<file path="config.mk">
export PLATFORM = sky130hd
export DESIGN_NAME = sub_16_bit_seq
export DESIGN_NICKNAME = d
export VERILOG_FILES = /design/src/rtl/sub_16_bit_seq_pkg.sv /design/src/rtl/sub_16_bit_seq_slice.sv /design/src/rtl/sub_16_bit_seq.sv
export SDC_FILE = /design/constraint.sdc
export NUM_CORES = 1
export LEC_CHECK = 0
export BUFFER_PORTS_ARGS = -buffer_cell sky130_fd_sc_hd__buf_2
export CORE_ASPECT_RATIO = 1.75
export CORE_MARGIN = 8
export CORE_UTILIZATION = 47
export DETAILED_ROUTE_END_ITERATION = 12
export GPL_TIMING_DRIVEN = 0
export PLACE_DENSITY_LB_ADDON = 0.08
export SLEW_MARGIN = 20
export SYNTH_ARGS = -nofsm -noshare
export SYNTH_HDL_FRONTEND = slang
export SYNTH_SLANG_ARGS = --single-unit
</file>
<file path="constraint.sdc">
create_clock -name clk -period 5.7 [get_ports clk]
set_clock_uncertainty 0.2 [all_clocks]
set_input_delay 1.425 -clock clk [delete_from_list [all_inputs] [get_ports clk]]
set_output_delay 1.425 -clock clk [all_outputs]
set_load 0.05 [all_outputs]
</file>
<file path="src/rtl/sub_16_bit_seq_pkg.sv">
// Shared definitions for the sequential 16-bit subtractor: data width,
// FSM state encoding and slice-counter width.
package sub_pkg;

    localparam int DATA_W = 16;
    // Wide enough to count up to 16 slices (SLICE_W = 1).
    localparam int CNT_W  = 4;

    typedef enum logic [1:0] {
        IDLE = 2'd0,
        CALC = 2'd1,
        DONE = 2'd2
    } state_t;

    // Two's-complement overflow of a - b: the operand signs differ and
    // the result sign differs from the minuend sign.
    function automatic logic sub_ovf(input logic a_msb, input logic b_msb, input logic d_msb);
        return (a_msb ^ b_msb) & (d_msb ^ a_msb);
    endfunction

endpackage

</file>
<file path="src/rtl/sub_16_bit_seq_slice.sv">
// Combinational SLICE_W-bit subtractor with borrow in/out; shared by every
// CALC cycle of the sequential subtractor.
module sub_slice #(
    parameter int SLICE_W = 4
) (
    input  logic [SLICE_W-1:0] a,
    input  logic [SLICE_W-1:0] b,
    input  logic               borrow_in,
    output logic [SLICE_W-1:0] d,
    output logic               borrow_out
);

    logic [SLICE_W:0] full_s;

    // One extra bit catches the borrow: a negative result sets the top bit.
    always_comb begin
        full_s     = {1'b0, a} - {1'b0, b} - {{SLICE_W{1'b0}}, borrow_in};
        d          = full_s[SLICE_W-1:0];
        borrow_out = full_s[SLICE_W];
    end

endmodule

</file>
<file path="src/rtl/sub_16_bit_seq.sv">
// Sequential 16-bit subtractor: one SLICE_W-bit slice per cycle, LSB slice
// first, with valid/ready handshakes on the operand and result sides.
module sub_16_bit_seq
    import sub_pkg::*;
#(
    parameter int SLICE_W = 4
) (
    input  logic              clk,
    input  logic              rst,
    input  logic              in_valid,
    output logic              in_ready,
    input  logic [DATA_W-1:0] a,
    input  logic [DATA_W-1:0] b,
    output logic              out_valid,
    input  logic              out_ready,
    output logic [DATA_W-1:0] diff,
    output logic              borrow,
    output logic              ovf,
    output logic              zero,
    output logic              neg
);

    localparam int               N        = DATA_W / SLICE_W;
    localparam logic [CNT_W-1:0] LAST_CNT = CNT_W'(N - 1);
    localparam logic [CNT_W-1:0] CNT_ONE  = {{(CNT_W-1){1'b0}}, 1'b1};

    state_t            state_r,     state_nx_s;
    logic [DATA_W-1:0] a_sh_r,      a_sh_nx_s;
    logic [DATA_W-1:0] b_sh_r,      b_sh_nx_s;
    logic [DATA_W-1:0] diff_r,      diff_nx_s;
    logic              a_msb_r,     a_msb_nx_s;
    logic              b_msb_r,     b_msb_nx_s;
    logic [CNT_W-1:0]  cnt_r,       cnt_nx_s;
    logic              bchain_r,    bchain_nx_s;
    logic              borrow_r,    borrow_nx_s;
    logic              ovf_r,       ovf_nx_s;
    logic              zero_r,      zero_nx_s;
    logic              neg_r,       neg_nx_s;
    logic              in_ready_r,  in_ready_nx_s;
    logic              out_valid_r, out_valid_nx_s;

    logic [SLICE_W-1:0] slice_d_s;
    logic               slice_bout_s;
    logic [DATA_W-1:0]  diff_ins_s;

    // Operands are shifted right each cycle, so the live slice is always the low bits.
    sub_slice #(
        .SLICE_W (SLICE_W)
    ) u_slice (
        .a          (a_sh_r[SLICE_W-1:0]),
        .b          (b_sh_r[SLICE_W-1:0]),
        .borrow_in  (bchain_r),
        .d          (slice_d_s),
        .borrow_out (slice_bout_s)
    );

    // Result slices enter at the top and shift down, landing in place after N cycles.
    generate
        if (SLICE_W == DATA_W) begin : g_full
            assign diff_ins_s = slice_d_s;
        end else begin : g_part
            assign diff_ins_s = {slice_d_s, diff_r[DATA_W-1:SLICE_W]};
        end
    endgenerate

    // Next-state, datapath and output-flag computation.
    always_comb begin
        state_nx_s  = state_r;
        a_sh_nx_s   = a_sh_r;
        b_sh_nx_s   = b_sh_r;
        diff_nx_s   = diff_r;
        a_msb_nx_s  = a_msb_r;
        b_msb_nx_s  = b_msb_r;
        cnt_nx_s    = cnt_r;
        bchain_nx_s = bchain_r;
        borrow_nx_s = borrow_r;
        ovf_nx_s    = ovf_r;
        zero_nx_s   = zero_r;
        neg_nx_s    = neg_r;

        case (state_r)
            IDLE: begin
                if (in_valid) begin
                    a_sh_nx_s   = a;
                    b_sh_nx_s   = b;
                    a_msb_nx_s  = a[DATA_W-1];
                    b_msb_nx_s  = b[DATA_W-1];
                    cnt_nx_s    = {CNT_W{1'b0}};
                    bchain_nx_s = 1'b0;
                    borrow_nx_s = 1'b0;
                    ovf_nx_s    = 1'b0;
                    zero_nx_s   = 1'b0;
                    neg_nx_s    = 1'b0;
                    state_nx_s  = CALC;
                end else begin
                    state_nx_s  = IDLE;
                end
            end
            CALC: begin
                a_sh_nx_s   = a_sh_r >> SLICE_W;
                b_sh_nx_s   = b_sh_r >> SLICE_W;
                diff_nx_s   = diff_ins_s;
                bchain_nx_s = slice_bout_s;
                if (cnt_r == LAST_CNT) begin
                    borrow_nx_s = slice_bout_s;
                    ovf_nx_s    = sub_ovf(a_msb_r, b_msb_r, diff_ins_s[DATA_W-1]);
                    zero_nx_s   = (diff_ins_s == {DATA_W{1'b0}});
                    neg_nx_s    = diff_ins_s[DATA_W-1];
                    state_nx_s  = DONE;
                end else begin
                    cnt_nx_s    = cnt_r + CNT_ONE;
                    state_nx_s  = CALC;
                end
            end
            DONE: begin
                if (out_ready) begin
                    state_nx_s = IDLE;
                end else begin
                    state_nx_s = DONE;
                end
            end
            default: begin
                state_nx_s = IDLE;
            end
        endcase

        in_ready_nx_s  = (state_nx_s == IDLE);
        out_valid_nx_s = (state_nx_s == DONE);
    end

    // State and registered outputs; reset overrides any handshake in the same cycle.
    always_ff @(posedge clk) begin
        if (rst) begin
            state_r     <= IDLE;
            a_sh_r      <= {DATA_W{1'b0}};
            b_sh_r      <= {DATA_W{1'b0}};
            diff_r      <= {DATA_W{1'b0}};
            a_msb_r     <= 1'b0;
            b_msb_r     <= 1'b0;
            cnt_r       <= {CNT_W{1'b0}};
            bchain_r    <= 1'b0;
            borrow_r    <= 1'b0;
            ovf_r       <= 1'b0;
            zero_r      <= 1'b0;
            neg_r       <= 1'b0;
            in_ready_r  <= 1'b1;
            out_valid_r <= 1'b0;
        end else begin
            state_r     <= state_nx_s;
            a_sh_r      <= a_sh_nx_s;
            b_sh_r      <= b_sh_nx_s;
            diff_r      <= diff_nx_s;
            a_msb_r     <= a_msb_nx_s;
            b_msb_r     <= b_msb_nx_s;
            cnt_r       <= cnt_nx_s;
            bchain_r    <= bchain_nx_s;
            borrow_r    <= borrow_nx_s;
            ovf_r       <= ovf_nx_s;
            zero_r      <= zero_nx_s;
            neg_r       <= neg_nx_s;
            in_ready_r  <= in_ready_nx_s;
            out_valid_r <= out_valid_nx_s;
        end
    end

    assign in_ready  = in_ready_r;
    assign out_valid = out_valid_r;
    assign diff      = diff_r;
    assign borrow    = borrow_r;
    assign ovf       = ovf_r;
    assign zero      = zero_r;
    assign neg       = neg_r;

endmodule

</file>
==> results.py <==
metrics = {
    "logic_synthesis": {
        "seq_area_frac_synth_pct": 47.0,
        "synth_enable_flop_cells": 0,
        "synth-adder-area-share_pct": 3.83,
        "synth_mux_area_share_pct": 0,
        "syn-cell-area_sq_um": 2680,
        "post_synth_and_or_nand_nor_area_fraction_pct": 25.1,
        "yosys_warnings": 0,
        "yosysUniqueCellTypes": 39,
        "ys_async_sr_fraction_pct": 0,
        "combinational_family_with_the_most_area_after_synthesis": "simple AND/OR/NAND/NOR gates",
        "syn_inst": 328,
        "synthesis.area_per_instance_sq_um": 8.17,
        "postSynth.topFlopCell": "sky130_fd_sc_hd__dfxtp_1",
        "synth.ff_latch_count": 63,
        "synth-compound-area-share_pct": 17.5,
        "mappedNetlistNets": 371,
        "synth-xor-area-share_pct": 1.31,
    },
    "sta": {
        "worstMarginPinSlew_ns": 0.729,
        "min_period_over_period_pct": 47.0,
        "final_max_slew_violation_count": 0,
        "unrepaired_setup_endpoints_after_global_routing": "no",
        "setup-violations-final": 0,
        "timing.fmax_mhz": 373,
        "timing.setup.tns_ns": 0,
        "finalHoldViolCount": 0,
        "final.min_clock_period_ns": 2.68,
        "slew_headroom_pct": 51.3,
    },
    "final_layout": {
        "layout-drive-gt1-share_pct": 22.7,
        "final_design_area_no_fill_sq_um": 3270,
        "flow.area_growth_from_synthesis_pct": 21.9,
        "final_cell_mix": "sky130_fd_sc_hd__nand2_1, sky130_fd_sc_hd__buf_2, sky130_fd_sc_hd__dfxtp_1",
        "multiInputGateArea_sq_um": 1280,
        "sequential_cell_area_sq_um": 1260,
        "antenna-diode-count": 0,
        "final.fill_count": 561,
        "final_core_util_pct": 59.0,
        "commonest_non_fill_non_tap_cell_in_the_layout": "sky130_fd_sc_hd__nand2_1",
        "num-nets-final": 439,
    },
    "route": {
        "vias": 2534,
        "detailed_route_vias_per_instance": 5.31,
        "detailed_router_s_first_iteration_violation_count": 160,
        "antenna_violating_nets_post_route": 0,
        "drt-pass1-iter-count": 4,
        "drc": 0,
        "post_drt_wl_per_cell_um": 15.0,
        "routed_wl_mm": 7.16,
    },
    "placed_design": {
        "finalWeightedCongestion": 0.835,
        "io_buffers": 57,
        "dpl_wire_length_mm": 5.39,
        "placed_cell_area_sq_um": 3060,
    },
    "critical_path": {
        "critPathSlowestCell": "sky130_fd_sc_hd__dfxtp_1",
        "worstPathCellList": "buf_2",
        "max_stage_delay_ns": 0.41,
        "cpLargestDelayFamily": "flip-flops",
        "crit_fanout": 4,
        "worst_ep_required_time_ns": 4.07,
        "setup.worst_path.end_class": "output port",
        "crit_arrival_ns": 1.06,
        "timing_worst_setup_path_type": "reg2out",
        "startpoint_kind_of_the_worst_setup_timing_path": "flip-flop",
        "cp.buffers_inverters": 1,
    },
    "cts": {
        "cts_tree": "yes",
        "post_cts.repair.setup_buffers": 0,
        "tritoncts.num_buffers": 9,
        "path_clk_slew_ns": 0.07,
        "clock_sink_count": 63,
        "cts.hold.buffers_added": 0,
        "buffer_type_at_the_clock_tree_root": "sky130_fd_sc_hd__clkbuf_8",
        "insertion_delay_ns": 0.35,
        "ctsHtreeMaxLevel": 3,
        "cts.repair.resized": 0,
        "maximum_buffer_depth_of_the_clock_tree": 2,
    },
    "global_route": {
        "antenna_violations_before_repair": 0,
        "grt_overflow_total": 0,
        "grt_pass1_vias": 2571,
        "grt_pass1_wl_mm": 11.8,
        "track_usage_pct": 18.2,
        "pin_count_of_the_biggest_net_entering_global_routing": 13,
    },
    "run": {
        "cap_violations": 0,
    },
    "worst_hold_path": {
        "worstHoldPathType": "reg2reg",
    },
    "die": {
        "die-area_sq_um": 8470,
        "coreArea_sq_um": 5540,
        "die_x_um": 73.1,
        "pin_count": 58,
        "rows": 36,
        "vertical_die_dimension_um": 116,
        "initial_utilization_pct": 48.4,
    },
    "pwr": {
        "cellPowerDensity_nw_per_um2": 322,
        "clkPwrFrac_pct": 38.2,
        "total_switching_power_mw": 0.311,
        "ir_drop_mv": 0.172,
        "p_int_mw": 0.741,
        "sequentialPowerShare_pct": 46.0,
        "combinational_cell_fraction_of_total_power_pct": 15.8,
        "netSwitchingFraction_pct": 29.6,
        "leakage_nw": 1.38,
    },
    "outcome": {
        "run_status": "completed",
    },
}
## registers in the layout (all words and copies together), names as in the netlist
signal and flops:
a_sh_r 16, b_sh_r 16, diff 16, cnt_r 4, state_r 2, a_msb_r 1, b_msb_r 1, bchain_r 1
borrow 1, in_ready 1, neg 1, out_valid 1, ovf 1, zero 1
## worst register-to-register path, delay by kind of cell (launching register included)
kind | cells | cell delay, ns
and+or+nand+nor | 3 | 0.78
DFF | 1 | 0.34
AOI/OAI and AO/OA | 1 | 0.12
adders and majority gates | 2 | 0.70
buffers and inverters | 1 | 0.06
## cell type report
| cell class | instances | share of cell area (%) |
|---|---|---|
| flip-flops and latches | 63 | 38.6 |
| repair buffers | 57 | 8.73 |
| well taps | 76 | 2.91 |
| multi-input cells | 231 | 39.1 |
| clock inverters | 6 | 2.11 |
| inverters | 10 | 1.15 |
| clock buffers | 10 | 4.21 |
| plain buffers | 24 | 3.22 |
## synthesized netlist by cell type (3+ instances only)
| cell | number | area, sq um |
|---|---|---|
| sky130_fd_sc_hd__buf_2 | 12 | 60.1 |
| sky130_fd_sc_hd__a311oi_1 | 24 | 210 |
| sky130_fd_sc_hd__inv_1 | 10 | 37.5 |
| sky130_fd_sc_hd__dfxtp_1 | 63 | 1260 |
| sky130_fd_sc_hd__nor2_1 | 41 | 154 |
| sky130_fd_sc_hd__nand3_1 | 5 | 25.0 |
| sky130_fd_sc_hd__nand2_1 | 82 | 308 |
| sky130_fd_sc_hd__xor2_1 | 3 | 26.3 |
| sky130_fd_sc_hd__nor3_1 | 4 | 20.0 |
| sky130_fd_sc_hd__clkbuf_1 | 12 | 45.0 |
| sky130_fd_sc_hd__ha_1 | 5 | 62.6 |
| sky130_fd_sc_hd__a22oi_1 | 7 | 52.6 |
| sky130_fd_sc_hd__a21oi_1 | 24 | 120 |
## routing by layer
metal,global-route usage [%],vias up,share of wire [%]
li1,-,1269,-
met1,18.5,1176,40
met2,33.2,72,51
met3,3.81,17,5.7
met4,9.54,0,2.8
met5,0,-,0
## stage by stage
stage / setup WS (ns) / total power, mW / std cells / hold WS (ns)
final: 3.02 / 1.05 / 477 / 0.252
after floorplan: 3.13 / 0.609 / 328 / 0.237
after global routing: 2.97 / 1.10 / 477 / 0.274
after global placement: 2.73 / 0.659 / 461 / 0.239
after detailed placement: 2.76 / 0.662 / 461 / 0.244
after CTS: 2.99 / 1.06 / 477 / 0.254
## worst paths after layout
| check | slack [ns] | endpoint | from | cells past startpoint |
|---|---|---|---|---|
| max reg2reg | 3.43 | neg$_SDFFE_PP0P_ | b_sh_r[0]$_SDFFE_PP0P_ | 7 |
| min | 0.25 | diff[2]$_SDFFE_PP0P_ | diff[2]$_SDFFE_PP0P_ | 2 |
| max | 3.02 | diff[4] | diff[4]$_SDFFE_PP0P_ | 1 |
| min reg2reg | 0.25 | diff[2]$_SDFFE_PP0P_ | diff[2]$_SDFFE_PP0P_ | 2 |
## power by group through the flow
stage               Combinational, mW  Sequential, mW  Clock, mW
floorplan                      0.0990           0.510          0
global route                    0.188           0.488      0.424
global placement                0.166           0.493          0
CTS                             0.168           0.484      0.406
finish                          0.166           0.484      0.402
detailed placement              0.168           0.494          0
## kinds of logic (layout without fill, tap and decap cells)
family / after synthesis / in the layout
buf+inv: 34 / 107
fa+ha+maj: 7 / 7
simple gates: 154 / 154
xor+xnor: 4 / 4
compound gates: 66 / 66
flops: 63 / 63
No activity file was read; power rests on OpenSTA's default activity.
